File: config.mk
export PLATFORM = sky130hd
export DESIGN_NAME = mem_access_unit
export DESIGN_NICKNAME = d
export VERILOG_FILES = /design/src/rtl/mem_access_unit.sv
export SDC_FILE = /design/constraint.sdc
export NUM_CORES = 1
export LEC_CHECK = 0
export CAP_MARGIN = 10
export CORE_ASPECT_RATIO = 0.7
export CORE_MARGIN = 4
export CORE_UTILIZATION = 45
export DETAILED_ROUTE_END_ITERATION = 7
export HOLD_SLACK_MARGIN = 0.15
export PLACE_DENSITY = 0.87
export REMOVE_ABC_BUFFERS = 1
export SLEW_MARGIN = 10
export SYNTH_ARGS = -nofsm -noshare
export SYNTH_HDL_FRONTEND = slang
export SYNTH_SLANG_ARGS = --single-unit
File: constraint.sdc
create_clock -name clk -period 6.06 [get_ports clk]
set_clock_uncertainty 0.05 [all_clocks]
set_input_delay 1.212 -clock clk [delete_from_list [all_inputs] [get_ports clk]]
set_output_delay 1.212 -clock clk [all_outputs]
set_load 0.005 [all_outputs]
File: src/rtl/mem_access_unit.sv
// mem_access_unit: single-outstanding load/store bridge between the multi-cycle
// controller and a valid/ready request, valid response data bus.
module mem_access_unit #(
   parameter int TIMEOUT_CYCLES = 255
) (
   input  logic        clk,
   input  logic        rst,
   input  logic        memu_valid,
   input  logic        DMre,
   input  logic        DMwe,
   input  logic [63:0] addr,
   input  logic [63:0] wdata,
   output logic        memu_finish,
   output logic [63:0] rdata,
   output logic        misalign,
   output logic        bus_err,
   output logic        dreq_valid,
   input  logic        dreq_ready,
   output logic [63:0] dreq_addr,
   output logic        dreq_write,
   output logic [63:0] dreq_wdata,
   input  logic        dresp_valid,
   input  logic [63:0] dresp_data,
   input  logic        dresp_err
);
   typedef enum logic [1:0] {IDLE, REQ, WAIT, DONE} state_t;
   localparam logic [15:0] LAST = 16'(TIMEOUT_CYCLES - 1);
   state_t state;
   logic [15:0] cnt;
   logic one_cmd, go_bus, expired;
   assign one_cmd = DMre ^ DMwe;
   assign go_bus  = one_cmd && addr[2:0] == 3'b0;
   // cnt holds the number of REQ/WAIT cycles already completed
   assign expired = cnt >= LAST;
   always_ff @(posedge clk or negedge rst) begin
      if (!rst) begin
         state       <= IDLE;
         cnt         <= '0;
         memu_finish <= 1'b0;
         rdata       <= '0;
         misalign    <= 1'b0;
         bus_err     <= 1'b0;
         dreq_valid  <= 1'b0;
         dreq_addr   <= '0;
         dreq_write  <= 1'b0;
         dreq_wdata  <= '0;
      end else begin
         memu_finish <= 1'b0;
         case (state)
            IDLE: if (memu_valid) begin
               dreq_addr   <= addr;
               dreq_write  <= DMwe;
               dreq_wdata  <= DMwe ? wdata : '0;
               misalign    <= one_cmd && addr[2:0] != 3'b0;
               bus_err     <= DMre && DMwe;
               cnt         <= '0;
               dreq_valid  <= go_bus;
               memu_finish <= !go_bus;
               state       <= go_bus ? REQ : DONE;
            end
            REQ: begin
               cnt <= cnt + 16'd1;
               if (dreq_ready) begin
                  dreq_valid <= 1'b0;
                  state      <= WAIT;
               end else if (expired) begin
                  dreq_valid  <= 1'b0;
                  bus_err     <= 1'b1;
                  memu_finish <= 1'b1;
                  state       <= DONE;
               end
            end
            WAIT: begin
               cnt <= cnt + 16'd1;
               if (dresp_valid) begin
                  bus_err     <= dresp_err;
                  memu_finish <= 1'b1;
                  state       <= DONE;
                  if (!dreq_write && !dresp_err) rdata <= dresp_data;
               end else if (expired) begin
                  bus_err     <= 1'b1;
                  memu_finish <= 1'b1;
                  state       <= DONE;
               end
            end
            DONE: state <= IDLE;
         endcase
      end
   end
endmodule

# After elaboration in Yosys (flattened, before gate mapping)
# Cells that the tools add are included.
# word_totals
ff_bits,215
latchBits,0
mem_bits_rw,0
rom_bits,0
inputBits,200
output_inout_bits,197
wordCells,61
mem_count,0
# classes
add_sub_neg,1
multipliers,0
n_div,0
n_lt_le_gt_ge,1
eq_ne,6
shift,0
mux,23
bitwise_logic,1
n_reduce_logical,19
# ops
cell,count
$mux 64,1
$pmux 16 s2,1
$add 16x1->16 const B,1
$ge 16x8->1 const B,1
$mux 16,1
$mux 1,11
$mux 2,5
$reduce_and 3->1,3
$pmux 2 s4,1
$pmux 1 s3,2
$reduce_bool 3->1,2
$eq 2x2->1 const B,2
$logic_and 1x1->1,4
$ne 2x2->1 const B,2
$reduce_and 2->1,2
$reduce_bool 2->1,2
$logic_not 1->1,3
$logic_not 3->1,1
$ne 3x3->1 const B,1
$eq 2x1->1 const B,1
$logic_not 2->1,1
$pmux 1 s2,1
$reduce_or 2->1,1
$xor 1x1->1,1

# Logic depth before layout (Yosys ltp)
# depth
word_depth,5
mapped_depth,9

# Worst setup path after synthesis
# Ideal clock, no wire load.
# synth_path
path_kind,input to register
startpoint,input port memu_valid
endpoint,register cnt[12]
setup_time_ps,140
arrival_time_ps,2235
required_time_ps,5870
slack_ps,3635
path_stages,6
n_path_buf,2
path_cell_list,nor2b_4 buf_6 or3_4 buf_6 o311ai_0 o41ai_1
# synth_between
elab_chain_len,2
# synth_lines
item,line,rtl
start: declaration,8,"input logic memu_valid,"
$ne 2x2->1 (no source line),--,
$reduce_and 2->1 (no source line),--,
end signal: assignment,62,cnt <= cnt + 16'd1;
end signal: assignment,74,cnt <= cnt + 16'd1;
end: declaration,29,logic [15:0] cnt;
# No other way between the ends.
# A chain may end at the register's enable or synchronous reset.

# Worst setup path in the final report
# layout_path
startpoint,input port dresp_valid
endpoint,register rdata[59]
# layout_between
elab_chain_len,1
# layout_lines
item,line,rtl
start: declaration,22,"input logic dresp_valid,"
$reduce_and 3->1 (no source line),--,
end signal: assignment,79,if (!dreq_write && !dresp_err) rdata <= dresp_data;
end: declaration,14,"output logic [63:0] rdata,"
# No other way between the ends.

==> flow_summary.html <==
<table>
<tr><th>Metric</th><th>Value</th></tr>
<tr><th colspan="2">Pwr</th></tr>
<tr><td>Switching part of the total</td><td>slightly below 30%</td></tr>
<tr><td>Relative contribution of sequential cells to total power</td><td>just under 40%</td></tr>
<tr><td>Pwr per Cell Area</td><td>465 nW/um^2</td></tr>
<tr><td>Net switching component of the power</td><td>between 1.5 and 2 mW</td></tr>
<tr><td>PnR Total Power</td><td>6.25 mW</td></tr>
<tr><td>Share of total power in combinational logic</td><td>between 40% and 50%</td></tr>
<tr><td>Fraction of power consumed by the clock network</td><td>between 10% and 20%</td></tr>
<tr><td>Maximum ir drop on the vdd rail</td><td>approximately 0.29 mV</td></tr>
<tr><td>P_leak</td><td>between 5 and 6 nW</td></tr>
<tr><td>Cell internal pwr</td><td>between 4 and 5 mW</td></tr>
<tr><th colspan="2">Yosys</th></tr>
<tr><td>Number of flip-flops and latches in the synthesized netlist</td><td>roughly 220</td></tr>
<tr><td>FFs w/ async S/R, synth</td><td>100%</td></tr>
<tr><td>Commonest register cell after synthesis</td><td>sky130_fd_sc_hd__dfrtp_1</td></tr>
<tr><td>Number of distinct library cells after synthesis</td><td>slightly above 40</td></tr>
<tr><td>Number of enable flip-flop cells after synthesis</td><td>0</td></tr>
<tr><td>Warnings, synthesis</td><td>0</td></tr>
<tr><td>Fraction of the yosys area taken by sequential cells</td><td>between 60% and 70%</td></tr>
<tr><td>Adder-cell area share of the yosys netlist</td><td>slightly above 1%</td></tr>
<tr><td>Mapped Area</td><td>approximately 8600 sq um</td></tr>
<tr><td>Multiplexer fraction of the synthesized cell area</td><td>between 15 and 20%</td></tr>
<tr><td>Post-synthesis share of cell area spent on and, or, nand and nor gates</td><td>9.86%</td></tr>
<tr><td>Synthesized-area fraction occupied by ao, oa, aoi and oai cells</td><td>around 6.4%</td></tr>
<tr><td>Largest family of logic cells by synthesized area</td><td>multiplexers</td></tr>
<tr><td>Number of standard cells after synthesis</td><td>approximately 700</td></tr>
<tr><td>Area share of xor/xnor cells in the synthesized design</td><td>0.509%</td></tr>
<tr><td>Average cell area after synthesis</td><td>12.3 sq um</td></tr>
<tr><th colspan="2">STA</th></tr>
<tr><td>Post-route minimum period</td><td>about 3.2 ns</td></tr>
<tr><td>Fin worst setup slack</td><td>2.89 ns</td></tr>
<tr><td>Timing-limited maximum frequency</td><td>around 320 MHz</td></tr>
<tr><td>Final critical-path share of the clock period</td><td>a little over half</td></tr>
<tr><td>Count of final max-slew check failures</td><td>0</td></tr>
<tr><td>Relative slew slack</td><td>~24%</td></tr>
<tr><td>Worst Max-Slew Pin Slew</td><td>1.13 ns</td></tr>
<tr><td>Total of endpoints with negative setup slack in the final report</td><td>0</td></tr>
<tr><td>Unrepaired setup endpoints after global routing</td><td>false</td></tr>
<tr><td>Hold violation count in the final report</td><td>0</td></tr>
<tr><td>Fin Setup TNS</td><td>0 ns</td></tr>
<tr><th colspan="2">Die</th></tr>
<tr><td>Core Region</td><td>about 19000 sq um</td></tr>
<tr><td>Die Width</td><td>between 150 and 200 um</td></tr>
<tr><td>Number of I/O pins</td><td>397</td></tr>
<tr><td>Overall die height</td><td>roughly 120 um</td></tr>
<tr><td>Die footprint</td><td>21400 sq um</td></tr>
<tr><td>Starting utilization of the core area</td><td>between 40% and 50%</td></tr>
<tr><td>Site row count</td><td>42</td></tr>
<tr><th colspan="2">Global routing</th></tr>
<tr><td>Initial antenna violation count</td><td>2</td></tr>
<tr><td>Pin count of the biggest net entering global routing</td><td>120</td></tr>
<tr><td>Residual overflow from global routing</td><td>0</td></tr>
<tr><td>Tot GR Track Use</td><td>22.0%</td></tr>
<tr><td>Wire length of the first global-routing pass</td><td>approximately 37 mm</td></tr>
<tr><td>Via count of the first global-routing pass</td><td>6879</td></tr>
<tr><th colspan="2">CTS</th></tr>
<tr><td>Deepest level of the CTS H-tree</td><td>1</td></tr>
<tr><td>Clock net sink count</td><td>between 200 and 250</td></tr>
<tr><td>Count of cells resized by post-cts repair</td><td>0</td></tr>
<tr><td>Number of post-CTS setup repair buffers</td><td>0</td></tr>
<tr><td>TritonCTS clock tree</td><td>yes</td></tr>
<tr><td>Insertion delay to the later sink of the worst-skew pair</td><td>approximately 0.5 ns</td></tr>
<tr><td>Buffer type at the clock tree root</td><td>sky130_fd_sc_hd__clkbuf_16</td></tr>
<tr><td>Clock transition at the register clock pins on the worst setup and hold paths after CTS</td><td>~0.060 ns</td></tr>
<tr><td>Buffer depth of the longest clock path</td><td>3</td></tr>
<tr><td>Total of hold buffers inserted after clock tree synthesis</td><td>0</td></tr>
<tr><td>Clock buffers created by TritonCTS</td><td>21</td></tr>
<tr><th colspan="2">Drt</th></tr>
<tr><td>Antenna-violating nets left</td><td>0</td></tr>
<tr><td>DR pass1 iterations</td><td>4</td></tr>
<tr><td>Wire length per cell</td><td>about 18 um</td></tr>
<tr><td>1st-iter DRT viols</td><td>~380</td></tr>
<tr><td>Total number of vias</td><td>about 6700</td></tr>
<tr><td>Total wirelength of the detailed-routed design</td><td>about 25 mm</td></tr>
<tr><td>Routed via count divided by cell count</td><td>4.99</td></tr>
<tr><td># DRC</td><td>0</td></tr>
<tr><th colspan="2">Hold path</th></tr>
<tr><td>Class of the tightest hold or removal check</td><td>reg2reg</td></tr>
<tr><th colspan="2">Run status</th></tr>
<tr><td>Outcome</td><td>finished clean</td></tr>
<tr><th colspan="2">Finish</th></tr>
<tr><td>Total inserted antenna cells</td><td>0</td></tr>
<tr><td>Final-layout fill cell count</td><td>1302</td></tr>
<tr><td>P&amp;R area growth vs syn</td><td>56.0%</td></tr>
<tr><td>Number of nets in the layout</td><td>1291</td></tr>
<tr><td>Fraction of final layout cells with drive strength greater than 1</td><td>roughly 15%</td></tr>
<tr><th colspan="2">Placement</th></tr>
<tr><td>Setup Slack @ Placement</td><td>roughly 2.4 ns</td></tr>
<tr><td>Weighted congestion reported at the end of routability-driven placement</td><td>about 0.8</td></tr>
<tr><td>Final HPWL DP</td><td>around 19 mm</td></tr>
<tr><td>Port buffer count</td><td>396</td></tr>
<tr><th colspan="2">Setup path</th></tr>
<tr><td>Crit path capture type</td><td>flip-flop</td></tr>
<tr><td>Data arrival time at the worst-slack endpoint</td><td>about 3.5 ns</td></tr>
<tr><td>Largest fanout on the critical path</td><td>between 40 and 50</td></tr>
<tr><td>Startpoint-to-endpoint class of the critical path</td><td>in2reg</td></tr>
<tr><td>Data required time at the worst endpoint</td><td>around 6.4 ns</td></tr>
<tr><td>Launching element type of the critical path</td><td>input port</td></tr>
<tr><th colspan="2">Flow run</th></tr>
<tr><td>Max_cap viols</td><td>0</td></tr>
</table>
-- critical path, stage by stage --
cell and delay (ns):
sky130_fd_sc_hd__clkdlybuf4s50_1 0.55, sky130_fd_sc_hd__nand2_1 0.11, sky130_fd_sc_hd__nor3_4 0.86, sky130_fd_sc_hd__buf_12 0.32
sky130_fd_sc_hd__mux2_2 0.37
-- power groups by stage --
stage,clock network [mW],registers [mW],logic (mW)
2_1_floorplan,0,2.45,0.910
3_3_place_gp,0,2.39,2.57
3_5_place_dp,0,2.43,2.63
4_1_cts,1.27,2.41,2.64
5_1_grt,1.33,2.48,2.81
6_report,1.24,2.41,2.60
-- Yosys cell counts, types with 4 or more instances --
cell                       instances  area share [%]
sky130_fd_sc_hd__dfrtp_1         215              63
sky130_fd_sc_hd__nand2_1         144             6.3
sky130_fd_sc_hd__mux2_2          123              16
sky130_fd_sc_hd__o21ai_0          72             4.2
sky130_fd_sc_hd__clkbuf_1         23             1.0
sky130_fd_sc_hd__buf_2            13            0.76
sky130_fd_sc_hd__nor2_1           10            0.44
sky130_fd_sc_hd__ha_1              7             1.0
sky130_fd_sc_hd__inv_1             7            0.31
sky130_fd_sc_hd__nor4_1            7            0.51
sky130_fd_sc_hd__mux2_1            6            0.78
sky130_fd_sc_hd__nand2b_1          6            0.44
sky130_fd_sc_hd__nand3_1           6            0.35
sky130_fd_sc_hd__xnor2_1           5            0.51
sky130_fd_sc_hd__a21oi_1           4            0.23
sky130_fd_sc_hd__nor3_1            4            0.23
sky130_fd_sc_hd__o31ai_1           4            0.35
-- metrics by stage --
stage          instance area, sq um  utilization [%]  instances  hold slack, ns
2_1_floorplan                  8420                -        659           0.423
3_3_place_gp                  12800             67.7       1303           0.410
3_5_place_dp                  12800             67.7       1303           0.419
4_1_cts                       13400             71.2       1341           0.433
5_1_grt                       13400             71.2       1341           0.442
6_report                      13400             71.2       1341           0.428
-- placed cells by master (no fill, tap or decap), types with 5 or more instances in the layout --
| cell type | n |
|---|---|
| sky130_fd_sc_hd__clkdlybuf4s50_1 | 394 |
| sky130_fd_sc_hd__dfrtp_1 | 215 |
| sky130_fd_sc_hd__nand2_1 | 143 |
| sky130_fd_sc_hd__mux2_2 | 123 |
| sky130_fd_sc_hd__o21ai_0 | 72 |
| sky130_fd_sc_hd__clkbuf_16 | 21 |
| sky130_fd_sc_hd__nor2_1 | 10 |
| sky130_fd_sc_hd__inv_1 | 7 |
| sky130_fd_sc_hd__nor4_1 | 7 |
| sky130_fd_sc_hd__ha_1 | 7 |
| sky130_fd_sc_hd__nand3_1 | 6 |
| sky130_fd_sc_hd__nand2b_1 | 6 |
| sky130_fd_sc_hd__mux2_1 | 6 |
| sky130_fd_sc_hd__xnor2_1 | 5 |
| sky130_fd_sc_hd__clkbuf_1 | 5 |
| sky130_fd_sc_hd__clkbuf_8 | 5 |
-- area by class of cell --
class	count	area (sq um)	share of cell area [%]
sequential	215	5380	40.1
timing repair buffer	402	4030	30.0
multi-input combinational	437	3030	22.6
clock buffer	31	613	4.57
tap	242	303	2.25
clock inverter	7	43.8	0.326
inverter	7	26.3	0.196
-- routing by layer --
metal / up-vias / GRT usage [%] / share of wire (%) / wire length, um
met1: 3234 / 26.7 / 39 / 9680
met3: 36 / 7.68 / 8.2 / 2020
met2: 240 / 38.3 / 50 / 12300
met5: - / 0 / 0.045 / 11
li1: 3180 / - / - / -
met4: 2 / 5.33 / 2.4 / 603
-- worst paths after layout --
path,from,end,slack (ns),cells past startpoint
setup / recovery,dresp_valid,rdata[59],2.89,5
hold / removal,dreq_wdata[16],dreq_wdata[16],0.43,2
setup reg to reg,state[0],rdata[59],3.33,6
hold reg to reg,dreq_wdata[16],dreq_wdata[16],0.43,2
max in group asynchronous,rst,dreq_addr[36],4.17,2
min in group asynchronous,rst,dreq_addr[41],0.66,1
-- registers in the layout, indices dropped and copies added (netlist names) --
register     cells
dreq_wdata      64
dreq_addr       64
dreq_write       1
misalign         1
state            2
rdata           64
dreq_valid       1
memu_finish      1
cnt             16
bus_err          1
-- kinds of logic after synthesis --
| family | Yosys count |
|---|---|
| flops | 215 |
| compound gates | 98 |
| xor+xnor | 5 |
| simple gates | 195 |
| fa+ha+maj | 7 |
| buf+inv | 46 |
| mux | 132 |
Power figures use the tool's default switching activity.
